`config.mk`:
```
export PLATFORM = sky130hd
export DESIGN_NAME = mc_ctrl_fsm
export DESIGN_NICKNAME = d
export VERILOG_FILES = /design/src/rtl/mc_pkg.sv /design/src/rtl/mc_alu_dec.sv /design/src/rtl/mc_ctrl_fsm.sv
export SDC_FILE = /design/constraint.sdc
export NUM_CORES = 1
export LEC_CHECK = 0
export BUFFER_PORTS_ARGS = -buffer_cell sky130_fd_sc_hd__clkbuf_2
export CORE_MARGIN = 5
export CORE_UTILIZATION = 35
export DETAILED_ROUTE_END_ITERATION = 12
export PLACE_DENSITY = 0.74
export SYNTH_ARGS = -nofsm -noshare
export SYNTH_HDL_FRONTEND = slang
export SYNTH_SLANG_ARGS = --single-unit
```
`constraint.sdc`:
```
create_clock -name clk -period 1.9 [get_ports clk]
set_input_delay 0.19 -clock clk [delete_from_list [all_inputs] [get_ports clk]]
set_output_delay 0.19 -clock clk [all_outputs]
set_load 0.005 [all_outputs]
```
`src/rtl/mc_pkg.sv`:
```
// mc_pkg: shared constants for the multicycle MIPS control unit.
//   - opcode / funct encodings understood by the controller
//   - ALUControl codes, ALUSrcB and PCSrc select codes
//   - 4-bit state encoding (FETCH=0, HALT=F)
package mc_pkg;

  // Opcodes (Instr[31:26])
  localparam logic [5:0] OP_RTYPE = 6'b000000;
  localparam logic [5:0] OP_LW    = 6'b100011;
  localparam logic [5:0] OP_SW    = 6'b101011;
  localparam logic [5:0] OP_BEQ   = 6'b000100;
  localparam logic [5:0] OP_BGTZ  = 6'b000111;
  localparam logic [5:0] OP_ADDI  = 6'b001000;
  localparam logic [5:0] OP_J     = 6'b000010;

  // R-type funct codes (Instr[5:0])
  localparam logic [5:0] FN_ADD = 6'b100000;
  localparam logic [5:0] FN_SUB = 6'b100010;
  localparam logic [5:0] FN_AND = 6'b100100;
  localparam logic [5:0] FN_OR  = 6'b100101;
  localparam logic [5:0] FN_SLT = 6'b101010;

  // ALUControl codes
  localparam logic [2:0] ALU_ADD = 3'b010;
  localparam logic [2:0] ALU_SUB = 3'b110;
  localparam logic [2:0] ALU_AND = 3'b000;
  localparam logic [2:0] ALU_OR  = 3'b001;
  localparam logic [2:0] ALU_SLT = 3'b111;

  // ALUSrcB selects
  localparam logic [1:0] SRCB_B     = 2'b00;
  localparam logic [1:0] SRCB_4     = 2'b01;
  localparam logic [1:0] SRCB_IMM   = 2'b10;
  localparam logic [1:0] SRCB_IMMSH = 2'b11;

  // PCSrc selects
  localparam logic [1:0] PCSRC_ALU    = 2'b00;
  localparam logic [1:0] PCSRC_ALUOUT = 2'b01;
  localparam logic [1:0] PCSRC_JUMP   = 2'b10;

  typedef enum logic [3:0] {
    S_FETCH  = 4'h0,
    S_DECODE = 4'h1,
    S_MEMADR = 4'h2,
    S_MEMRD  = 4'h3,
    S_MEMWB  = 4'h4,
    S_MEMWR  = 4'h5,
    S_EXEC   = 4'h6,
    S_ALUWB  = 4'h7,
    S_BEQ    = 4'h8,
    S_BGTZ   = 4'h9,
    S_ADDIEX = 4'hA,
    S_ADDIWB = 4'hB,
    S_JUMP   = 4'hC,
    S_HALT   = 4'hF
  } state_e;

endpackage

```
`src/rtl/mc_alu_dec.sv`:
```
// mc_alu_dec: R-type funct decoder.
//   Funct_i    - Instr[5:0]
//   alu_ctl_o  - ALUControl for the decoded function (add when illegal)
//   legal_o    - 1 when Funct_i is one of add/sub/and/or/slt
module mc_alu_dec
  import mc_pkg::*;
(
  input  logic [5:0] Funct_i,
  output logic [2:0] alu_ctl_o,
  output logic       legal_o
);

  always_comb begin
    alu_ctl_o = ALU_ADD;
    legal_o   = 1'b1;
    case (Funct_i)
      FN_ADD:  alu_ctl_o = ALU_ADD;
      FN_SUB:  alu_ctl_o = ALU_SUB;
      FN_AND:  alu_ctl_o = ALU_AND;
      FN_OR:   alu_ctl_o = ALU_OR;
      FN_SLT:  alu_ctl_o = ALU_SLT;
      default: legal_o   = 1'b0;
    endcase
  end

endmodule

```
`src/rtl/mc_ctrl_fsm.sv`:
```
// mc_ctrl_fsm: Moore control FSM for the multicycle MIPS datapath.
// Inputs : clk, rst (async, active high), Op, Funct (from the IR).
// Outputs: datapath mux selects, write enables and ALUControl, all decoded
//          from the registered state; halted and state for debug.
// Unsupported opcodes/functs trap into a sticky HALT left only via rst.
module mc_ctrl_fsm
  import mc_pkg::*;
(
  input  logic       clk,
  input  logic       rst,
  input  logic [5:0] Op,
  input  logic [5:0] Funct,
  output logic       RegWrite,
  output logic       ALUSrcA,
  output logic [1:0] ALUSrcB,
  output logic [2:0] ALUControl,
  output logic [1:0] PCSrc,
  output logic       Branch,
  output logic       PCWrite,
  output logic       IorD,
  output logic       MemWrite,
  output logic       IRWrite,
  output logic       RegDst,
  output logic       MemtoReg,
  output logic       Bgtz,
  output logic       halted,
  output logic [3:0] state
);

  state_e     state_q, state_d;
  logic [2:0] fn_alu;
  logic       fn_legal;

  // Enables before reset gating
  logic regw_d, branch_d, pcw_d, memw_d, irw_d, bgtz_d;

  mc_alu_dec u_alu_dec (
    .Funct_i  (Funct),
    .alu_ctl_o(fn_alu),
    .legal_o  (fn_legal)
  );

  always_ff @(posedge clk or posedge rst) begin
    if (rst) state_q <= S_FETCH;
    else     state_q <= state_d;
  end

  // Next state
  always_comb begin
    state_d = S_HALT;
    case (state_q)
      S_FETCH:  state_d = S_DECODE;
      S_DECODE: begin
        case (Op)
          OP_LW, OP_SW: state_d = S_MEMADR;
          OP_RTYPE:     state_d = fn_legal ? S_EXEC : S_HALT;
          OP_BEQ:       state_d = S_BEQ;
          OP_BGTZ:      state_d = S_BGTZ;
          OP_ADDI:      state_d = S_ADDIEX;
          OP_J:         state_d = S_JUMP;
          default:      state_d = S_HALT;
        endcase
      end
      S_MEMADR: state_d = (Op == OP_SW) ? S_MEMWR : S_MEMRD;
      S_MEMRD:  state_d = S_MEMWB;
      S_MEMWB:  state_d = S_FETCH;
      S_MEMWR:  state_d = S_FETCH;
      S_EXEC:   state_d = S_ALUWB;
      S_ALUWB:  state_d = S_FETCH;
      S_BEQ:    state_d = S_FETCH;
      S_BGTZ:   state_d = S_FETCH;
      S_ADDIEX: state_d = S_ADDIWB;
      S_ADDIWB: state_d = S_FETCH;
      S_JUMP:   state_d = S_FETCH;
      S_HALT:   state_d = S_HALT;
      default:  state_d = S_HALT;
    endcase
  end

  // Moore output decode
  always_comb begin
    regw_d     = 1'b0;
    ALUSrcA    = 1'b0;
    ALUSrcB    = SRCB_B;
    ALUControl = ALU_ADD;
    PCSrc      = PCSRC_ALU;
    branch_d   = 1'b0;
    pcw_d      = 1'b0;
    IorD       = 1'b0;
    memw_d     = 1'b0;
    irw_d      = 1'b0;
    RegDst     = 1'b0;
    MemtoReg   = 1'b0;
    bgtz_d     = 1'b0;
    halted     = 1'b0;
    case (state_q)
      S_FETCH: begin
        ALUSrcB = SRCB_4;
        irw_d   = 1'b1;
        pcw_d   = 1'b1;
      end
      S_DECODE: ALUSrcB = SRCB_IMMSH;  // branch target into ALUOut
      // ALUOut reloads every cycle, so the address computation is held
      // through the whole memory sequence.
      S_MEMADR: begin
        ALUSrcA = 1'b1;
        ALUSrcB = SRCB_IMM;
      end
      S_MEMRD: begin
        ALUSrcA = 1'b1;
        ALUSrcB = SRCB_IMM;
        IorD    = 1'b1;
      end
      S_MEMWB: begin
        ALUSrcA  = 1'b1;
        ALUSrcB  = SRCB_IMM;
        IorD     = 1'b1;
        MemtoReg = 1'b1;
        regw_d   = 1'b1;
      end
      S_MEMWR: begin
        ALUSrcA = 1'b1;
        ALUSrcB = SRCB_IMM;
        IorD    = 1'b1;
        memw_d  = 1'b1;
      end
      S_EXEC: begin
        ALUSrcA    = 1'b1;
        ALUControl = fn_alu;
      end
      S_ALUWB: begin
        ALUSrcA    = 1'b1;
        ALUControl = fn_alu;
        RegDst     = 1'b1;
        regw_d     = 1'b1;
      end
      S_BEQ: begin
        ALUSrcA    = 1'b1;
        ALUControl = ALU_SUB;
        PCSrc      = PCSRC_ALUOUT;
        branch_d   = 1'b1;
      end
      S_BGTZ: begin
        ALUSrcA = 1'b1;
        PCSrc   = PCSRC_ALUOUT;
        bgtz_d  = 1'b1;
      end
      S_ADDIEX: begin
        ALUSrcA = 1'b1;
        ALUSrcB = SRCB_IMM;
      end
      S_ADDIWB: begin
        ALUSrcA = 1'b1;
        ALUSrcB = SRCB_IMM;
        regw_d  = 1'b1;
      end
      S_JUMP: begin
        PCSrc = PCSRC_JUMP;
        pcw_d = 1'b1;
      end
      S_HALT:  halted = 1'b1;
      default: halted = 1'b1;
    endcase
  end

  // Architectural writes are killed combinationally the moment rst rises,
  // so an aborted instruction cannot complete a partial write.
  assign RegWrite = regw_d   & ~rst;
  assign Branch   = branch_d & ~rst;
  assign PCWrite  = pcw_d    & ~rst;
  assign MemWrite = memw_d   & ~rst;
  assign IRWrite  = irw_d    & ~rst;
  assign Bgtz     = bgtz_d   & ~rst;
  assign state    = state_q;

endmodule

```
==> results of run 1 <==
[logic make-up (layout without fill, tap and decap cells)]
group | count (synthesis) | after routing
DFF | 4 | 4
AOI/OAI and AO/OA | 20 | 20
xor gates and xnor gates | 2 | 2
and+or+nand+nor | 50 | 50
muxes | 3 | 3
adders and majority gates | 1 | 1
buffers and inverters | 8 | 44
[worst min-delay path by stage]
stage               startpoint        to  slack, ns  cells after the start
global route             Op[4]  state[2]       0.40                      3
global placement           rst  state[3]       0.14                      2
detailed placement         rst  state[0]       0.14                      2
CTS                      Op[4]  state[2]       0.35                      3
floorplan                  rst  state[0]      -0.04                      1
finish                   Op[4]  state[2]       0.35                      3
[report_power, final]
group	switching (mW)	internal (mW)	leakage (nW)
sequential	0.101	0.127	0.0498
combinational	0.372	0.319	0.323
clock	0.0309	0.0704	0.0138
[worst max-delay path, stage by stage (launching register included)]
cell and delay, ns:
dfrtp_1 0.51, or3_1 0.46, inv_1 0.14, a21oi_1 0.06
clkbuf_2 0.13
[per-layer routing]
| layer | GRT usage [%] | part of all wire [%] |
|---|---|---|
| met5 | 0 | 0 |
| met4 | 5.11 | 0.77 |
| met3 | 3.55 | 10 |
| met2 | 22.5 | 45 |
| met1 | 18.3 | 43 |
[cells in the final DEF, fill, tap and decap left out, types with 3 or more instances in the layout]
cell / instances
nand2b_1: 3
clkbuf_4: 3
nand2_1: 8
nor2b_1: 3
clkbuf_2: 35
dfrtp_1: 4
nor2_1: 17
nor3_1: 6
a21oi_1: 5
nand3_1: 3
inv_1: 3
[through the flow]
step | worst slack [ns] | instances | hold slack [ns] | cell area (um2)
after global placement | 0.443 | 136 | 0.141 | 768
after global routing | 0.0520 | 140 | 0.399 | 801
after detailed placement | 0.424 | 136 | 0.141 | 768
after CTS | 0.184 | 140 | 0.350 | 801
after floorplan | 0.588 | 88 | -0.0439 | 579
final | 0.175 | 140 | 0.353 | 801
[layout make-up]
| cell class | instances | area, um2 |
|---|---|---|
| timing repair buffer | 38 | 200 |
| clock buffer | 3 | 22.5 |
| tap | 16 | 20.0 |
| fill | 165 | 741 |
| multi-input combinational | 76 | 447 |
| sequential | 4 | 100 |
| inverter | 3 | 11.3 |
==> flow_summary.ini, run 1 <==
[sta]
slew_violations = 0
fin_skew_ns = 0.00321
grt_setup_unrepaired = false
worst_pin_slew_ns = 0.428
tns_ns = 0
setup_viol = 0
period_minus_slack_ns = 1.73
hold_viol = 0
min_period_over_period_pct = 90.8
relSlewSlack_pct = 71.1
timing.fmax_mhz = 580

[outcome]
status = complete, no violations

[global_routing]
grt_util_all_layers_pct = 14.2
antenna_found_initial = 0
grt_pass1_vias = 724
grt_first_pass_wirelength_um = 3040
grt_overflow = 0
grt_max_degree = 15

[synth]
yosys_warnings = 0
synth.distinct_cells = 35
avgSynthCellArea_um2 = 6.58
synth_compound_area_share_pct = 24.0
synth_top_cell_by_area = dfrtp_1
synthXorXnorAreaFrac_pct = 3.02
ys_ff_latch = 4
synth_most_common_cell = nor2_1
synth_edf_count = 0
synth_ff_type = dfrtp_1
postSynthCellCount = 88
ys_seq_area_share_pct = 17.3
synth.top_cells.by_count = nor2_1, nand2_1, nor3_1
yosys-top-cells-area = dfrtp_1, nor2_1, nor3_1
synth_top_family_by_area = simple AND/OR/NAND/NOR gates
synthesis.area_um2 = 579
muxShareOfSynthArea_pct = 5.40
async_flop_share_pct = 100
syn_nets = 102
synth_top_cell_area_share_pct = 17.3
synth-simple-area-share_pct = 43.0
synthAdderAreaFrac_pct = 1.73

[cts]
cts-htree-levels = 1
clkTransAtPathRegs_ns = 0.04
cts_made_buffers = 3
clk_latency_ns = 0.23
cts_resized = 0
cts_tree = yes
hold_buffers = 1
cts.sinks = 4
cts_root_buf = clkbuf_4
cts_setup_buffers = 0
clk_path_buf_depth = 2

[flow_run]
drv_cap = 0

[floorplan]
core_area_mm2 = 0.00154
start_util_pct = 37.6
io_pins = 36
die_y_um = 50.7
std_cell_rows = 14
fp.dieArea_mm2 = 0.00257
die_w_um = 50.7

[cells_and_area]
postLayoutCoreUtil_pct = 51.9
diodes = 0
syn2layout_area_growth_pct = 38.2
nets = 140
largest_reg_flops = 4
drive_gt1_share_pct = 34.7

[critical_path]
cp.arrival_ns = 1.54
cp.required_ns = 1.71
path_class = flip-flop to output port
r2r_setup_slack_ns = 0.46
endpoint = ALUSrcA
r2r-start = state[3]
cp-start-kind = flip-flop
cp-startpoint = state[3]
rr_endpoint = state[1]
endpoint_kind = output port
critPathMaxFanout = 14
reg2reg_depth = 4

[detailed_routing]
viasPerCell = 5.66
drc = 0
dr.first_iter.drc_count = 18
drt_wl_total_um = 1700
vias = 792
dr.pass1.iters = 4
routedWlPerCell_um = 12.1
ant_nets = 0

[power]
powerDensity_mw_per_mm2 = 1270
ir_worst_vdd_uv = 507
finalPower_mw = 1.02
p_leak_nw = 0.386

[placement]
portBuffers = 35
dp_hpwl_um = 1400
globalplace.congestion = 0.871

[hold_path]
hold_class = input port to flip-flop
Power figures use the tool's default switching activity.
==> inputs of run 2 (changes only) <==
--- a/config.mk
+++ b/config.mk
@@ -9,7 +9,7 @@
 export CORE_MARGIN = 5
 export CORE_UTILIZATION = 35
 export DETAILED_ROUTE_END_ITERATION = 12
-export PLACE_DENSITY = 0.74
+export PLACE_DENSITY = 0.68
 export SYNTH_ARGS = -nofsm -noshare
 export SYNTH_HDL_FRONTEND = slang
 export SYNTH_SLANG_ARGS = --single-unit
==> flow_summary.ini, run 2 (same netlist as run 1, synthesis figures left out) <==
[global_routing]
grt_util_all_layers_pct = 14.2
grt_overflow = 0
antenna_found_initial = 0
grt_max_degree = 17
grt_first_pass_wirelength_um = 2930
grt_pass1_vias = 688

[cts]
cts_root_buf = clkbuf_4
cts_resized = 0
clk_path_buf_depth = 2
clkTransAtPathRegs_ns = 0.04
cts_setup_buffers = 0
cts_made_buffers = 3
cts.sinks = 4
cts-htree-levels = 1
clk_latency_ns = 0.23
cts_tree = yes

[floorplan]
core_area_mm2 = 0.00154
io_pins = 36
std_cell_rows = 14
start_util_pct = 37.6
die_y_um = 50.7
fp.dieArea_mm2 = 0.00257
die_w_um = 50.7

[cells_and_area]
multi_input_area_um2 = 447
final_common_cell = clkbuf_2
mostFrequentLayoutCells = clkbuf_2, nor2_1, nand2_1
diodes = 0
postLayoutCoreUtil_pct = 51.5
nets = 139
largest_reg_flops = 4
fillCellCount = 177
drive_gt1_share_pct = 34.1
syn2layout_area_growth_pct = 36.9
register_area_um2 = 100

[power]
pwr-share-clk_pct = 10.0
switching_share_pct = 49.5
switchingPower_mw = 0.495
powerDensity_mw_per_mm2 = 1260
p_int_mw = 0.504
p_seq_share_pct = 24.3
ir_worst_vdd_uv = 561
p_leak_nw = 0.381
combPwrFrac_pct = 65.7

[sta]
period_minus_slack_ns = 1.73
grt_setup_unrepaired = false
fin_skew_ns = 0.00347
setup_viol = 0
timing.fmax_mhz = 578
min_period_over_period_pct = 91.1
relSlewSlack_pct = 70.5
slew_violations = 0
hold_viol = 0
tns_ns = 0
worst_pin_slew_ns = 0.437

[critical_path]
endpoint_kind = output port
cp_num_cells = 3
cpPeakStageDelay_ns = 0.51
path_class = flip-flop to output port
reg2reg_depth = 4
path_buf_inv = 1
critPathMaxFanout = 16
cp-start-kind = flip-flop
path_cells = or3_1 -> nor3_1 -> clkbuf_2
cp.arrival_ns = 1.54
crit_family = simple AND/OR/NAND/NOR gates
cp.required_ns = 1.71
cpMaxStageDelayCell = dfrtp_1

[detailed_routing]
dr.first_iter.drc_count = 13
vias = 763
ant_nets = 0
dr.pass1.iters = 4
viasPerCell = 5.49
drt_wl_total_um = 1750
routedWlPerCell_um = 12.6
drc = 0

[placement]
globalplace.congestion = 0.802
portBuffers = 35
dp_hpwl_um = 1420

[outcome]
status = complete, no violations

[hold_path]
hold_depth = 3
hold_class = input port to flip-flop

[flow_run]
drv_cap = 0
[run 2: cell count changes in the layout (fill, tap and decap cells not counted), sizes merged]
cell  delta
buf      -1
[run 2: worst min-delay path, cell delays in order]
cell,delay (ns)
clkbuf_2,0.14
nor3_1,0.05
a21oi_1,0.13
[run 2: timing repair]
action                                 in CTS  in global routing
setup endpoints to repair                   0                  0
hold buffers                                1                  0
endpoints found under the hold margin       4                  0
[run 2: cell type report]
| type | instances | share of cell area [%] |
|---|---|---|
| Timing Repair Buffer | 37 | 24.3 |
| Tap cell | 16 | 2.52 |
| Inverter | 3 | 1.42 |
| Multi-Input combinational cell | 76 | 56.3 |
| Sequential cell | 4 | 12.6 |
| Clock buffer | 3 | 2.84 |
[run 2: routing by layer]
metal	up-vias	wire length (um)	track usage (%)
li1	393	-	-
met3	0	155	3.85
met2	25	883	25.0
met5	-	0	0
met4	0	0	5.11
met1	345	713	16.0
[run 2: path summary, 6_finish.rpt]
check	from	endpoint	slack, ns
min in group asynchronous	rst	state[3]	0.45
max in group asynchronous	rst	state[1]	1.30
min	Op[4]	state[2]	0.33
max	state[1]	IRWrite	0.17
max reg2reg	state[1]	state[1]	0.40
min reg2reg	state[0]	state[3]	0.82
[run 2: power groups by stage]
stage | combinational, mW | clock, mW | sequential [mW]
after floorplan | 0.465 | 0 | 0.177
after global placement | 0.655 | 0 | 0.245
after detailed placement | 0.661 | 0 | 0.245
after CTS | 0.664 | 0.105 | 0.244
after global routing | 0.748 | 0.110 | 0.264
final | 0.657 | 0.0998 | 0.243
[run 2: through the flow]
stage          hold WS, ns  cell area (um2)  cells  setup slack (ns)  power (mW)
2_1_floorplan      -0.0439              579     88             0.588       0.642
3_3_place_gp         0.140              761    135             0.427       0.900
3_5_place_dp         0.141              761    135             0.406       0.906
4_1_cts              0.315              793    139             0.160        1.01
5_1_grt              0.357              793    139            0.0317        1.12
6_report             0.329              793    139             0.170       0.999
==> inputs of run 3 (changes only) <==
--- a/config.mk
+++ b/config.mk
@@ -6,6 +6,7 @@
 export NUM_CORES = 1
 export LEC_CHECK = 0
 export BUFFER_PORTS_ARGS = -buffer_cell sky130_fd_sc_hd__clkbuf_2
+export CORE_ASPECT_RATIO = 0.9
 export CORE_MARGIN = 5
 export CORE_UTILIZATION = 35
 export DETAILED_ROUTE_END_ITERATION = 12
==> constraint.sdc (replaced) <==
create_clock -name clk -period 1.7 [get_ports clk]
set_input_delay 0.17 -clock clk [delete_from_list [all_inputs] [get_ports clk]]
set_output_delay 0.17 -clock clk [all_outputs]
set_load 0.005 [all_outputs]
==> flow_summary.ini, run 3 (same netlist as run 1, synthesis figures left out) <==
[cts]
cts_setup_buffers = 0
cts_made_buffers = 3
cts_root_buf = clkbuf_4
cts-htree-levels = 1
clk_latency_ns = 0.24
clk_path_buf_depth = 2
cts.sinks = 4
clkTransAtPathRegs_ns = 0.04
cts_tree = yes

[critical_path]
cpPeakStageDelay_ns = 0.46
path_class = flip-flop to output port
path_cells = or3_1 -> nor3_1 -> clkbuf_2
r2r-start = state[3]
r2r_setup_slack_ns = 0.25
cp-start-kind = flip-flop
cp.arrival_ns = 1.46
critPathMaxFanout = 9
endpoint_kind = output port
rr_endpoint = state[1]
reg2reg_depth = 4
cpMaxStageDelayCell = dfrtp_1
cp.required_ns = 1.53

[cells_and_area]
largest_reg_flops = 4
drive_gt1_share_pct = 37.3
final_area_um2 = 830
postLayoutCoreUtil_pct = 50.9
nets = 142
mostFrequentLayoutCells = clkbuf_2, nor2_1, nand2_1
final-instance-count-excl-fill = 150
final_common_cell = clkbuf_2
syn2layout_area_growth_pct = 43.2
diodes = 0

[detailed_routing]
drt_wl_total_um = 1920
routedWlPerCell_um = 12.8
dr.first_iter.drc_count = 22
vias = 789
ant_nets = 0
viasPerCell = 5.26
dr.pass1.iters = 4
drc = 0

[floorplan]
die_w_um = 52.9
start_util_pct = 35.6
die_y_um = 48.6
core_area_mm2 = 0.00163
std_cell_rows = 14
io_pins = 36
fp.dieArea_mm2 = 0.00257

[power]
p_leak_nw = 0.395
powerDensity_mw_per_mm2 = 1460
ir_worst_vdd_uv = 510

[placement]
globalplace.congestion = 0.823
dp_hpwl_um = 1450
dp_slack_ns = 0.306
dp_cells = 146
placed_cell_area_um2 = 793
portBuffers = 35

[sta]
relSlewSlack_pct = 75.2
slew_violations = 0
fin_skew_ns = 0.0104
setup_viol = 0
tns_ns = 0
worst_pin_slew_ns = 0.366
period_minus_slack_ns = 1.63
worst_slack_ns = 0.0655
hold_viol = 0
timing.fmax_mhz = 612
min_period_over_period_pct = 96.1

[outcome]
status = complete, no violations

[global_routing]
grt_pass1_vias = 716
grt_overflow = 0
grt_first_pass_wirelength_um = 3150
grt_max_degree = 13
grt_util_all_layers_pct = 15.7
antenna_found_initial = 0

[hold_path]
hold_class = input port to flip-flop
holdPathEnd = state[2]
hold_depth = 3
hold_path.startpoint = Op[4]

[flow_run]
drv_cap = 0
## run 3: cell types whose count changed in the layout (fill, tap and decap cells not counted)
cell / before / now
buf_4: 1 / 4
dfrtp_1: 4 / 3
dfrtp_2: 0 / 1
nand2b_1: 3 / 2
nand2b_2: 0 / 1
## run 3: worst max path at each step
stage             start  depth (start not counted)            end
6_report       state[3]                          3        IRWrite
5_1_grt        state[3]                          4        ALUSrcA
4_1_cts        state[2]                          5       RegWrite
3_5_place_dp   Funct[0]                          5  ALUControl[0]
3_3_place_gp   Funct[0]                          5  ALUControl[0]
2_1_floorplan  state[3]                          5       RegWrite
## run 3: repair_timing
item,4_1_cts,5_1_grt
hold buffers,1,0
gates resized for setup,0,2
endpoints found under the setup margin,0,3
hold endpoints to repair,4,0
## run 3: final cells by class
cell class	instances	area, um2
well taps	24	30.0
multi-input cells	76	449
inverters	3	11.3
clock buffers	3	22.5
fillers	170	800
repair buffers	40	215
flip-flops and latches	4	101
## run 3: through the flow
| stage | hold slack, ns | total power [mW] |
|---|---|---|
| floorplan | -0.0639 | 0.718 |
| CTS | 0.307 | 1.21 |
| detailed placement | 0.128 | 1.07 |
| global route | 0.359 | 1.35 |
| finish | 0.304 | 1.21 |
| global placement | 0.124 | 1.06 |
## run 3: report_power, final
part | switching, mW | internal [mW]
combinational | 0.474 | 0.386
clock | 0.0391 | 0.0790
sequential | 0.0867 | 0.144
## run 3: worst max-delay path, delay by kind of cell, from the launching register on
kind,cells,cell delay (ns)
and+or+nand+nor,2,0.62
DFF,1,0.46
buffers and inverters,1,0.15
## run 3: metal layers
| layer | wire [um] | GRT usage, % |
|---|---|---|
| met5 | 0 | 0 |
| met3 | 168 | 2.15 |
| met1 | 826 | 20.3 |
| met2 | 907 | 24.6 |
| met4 | 12 | 8.51 |
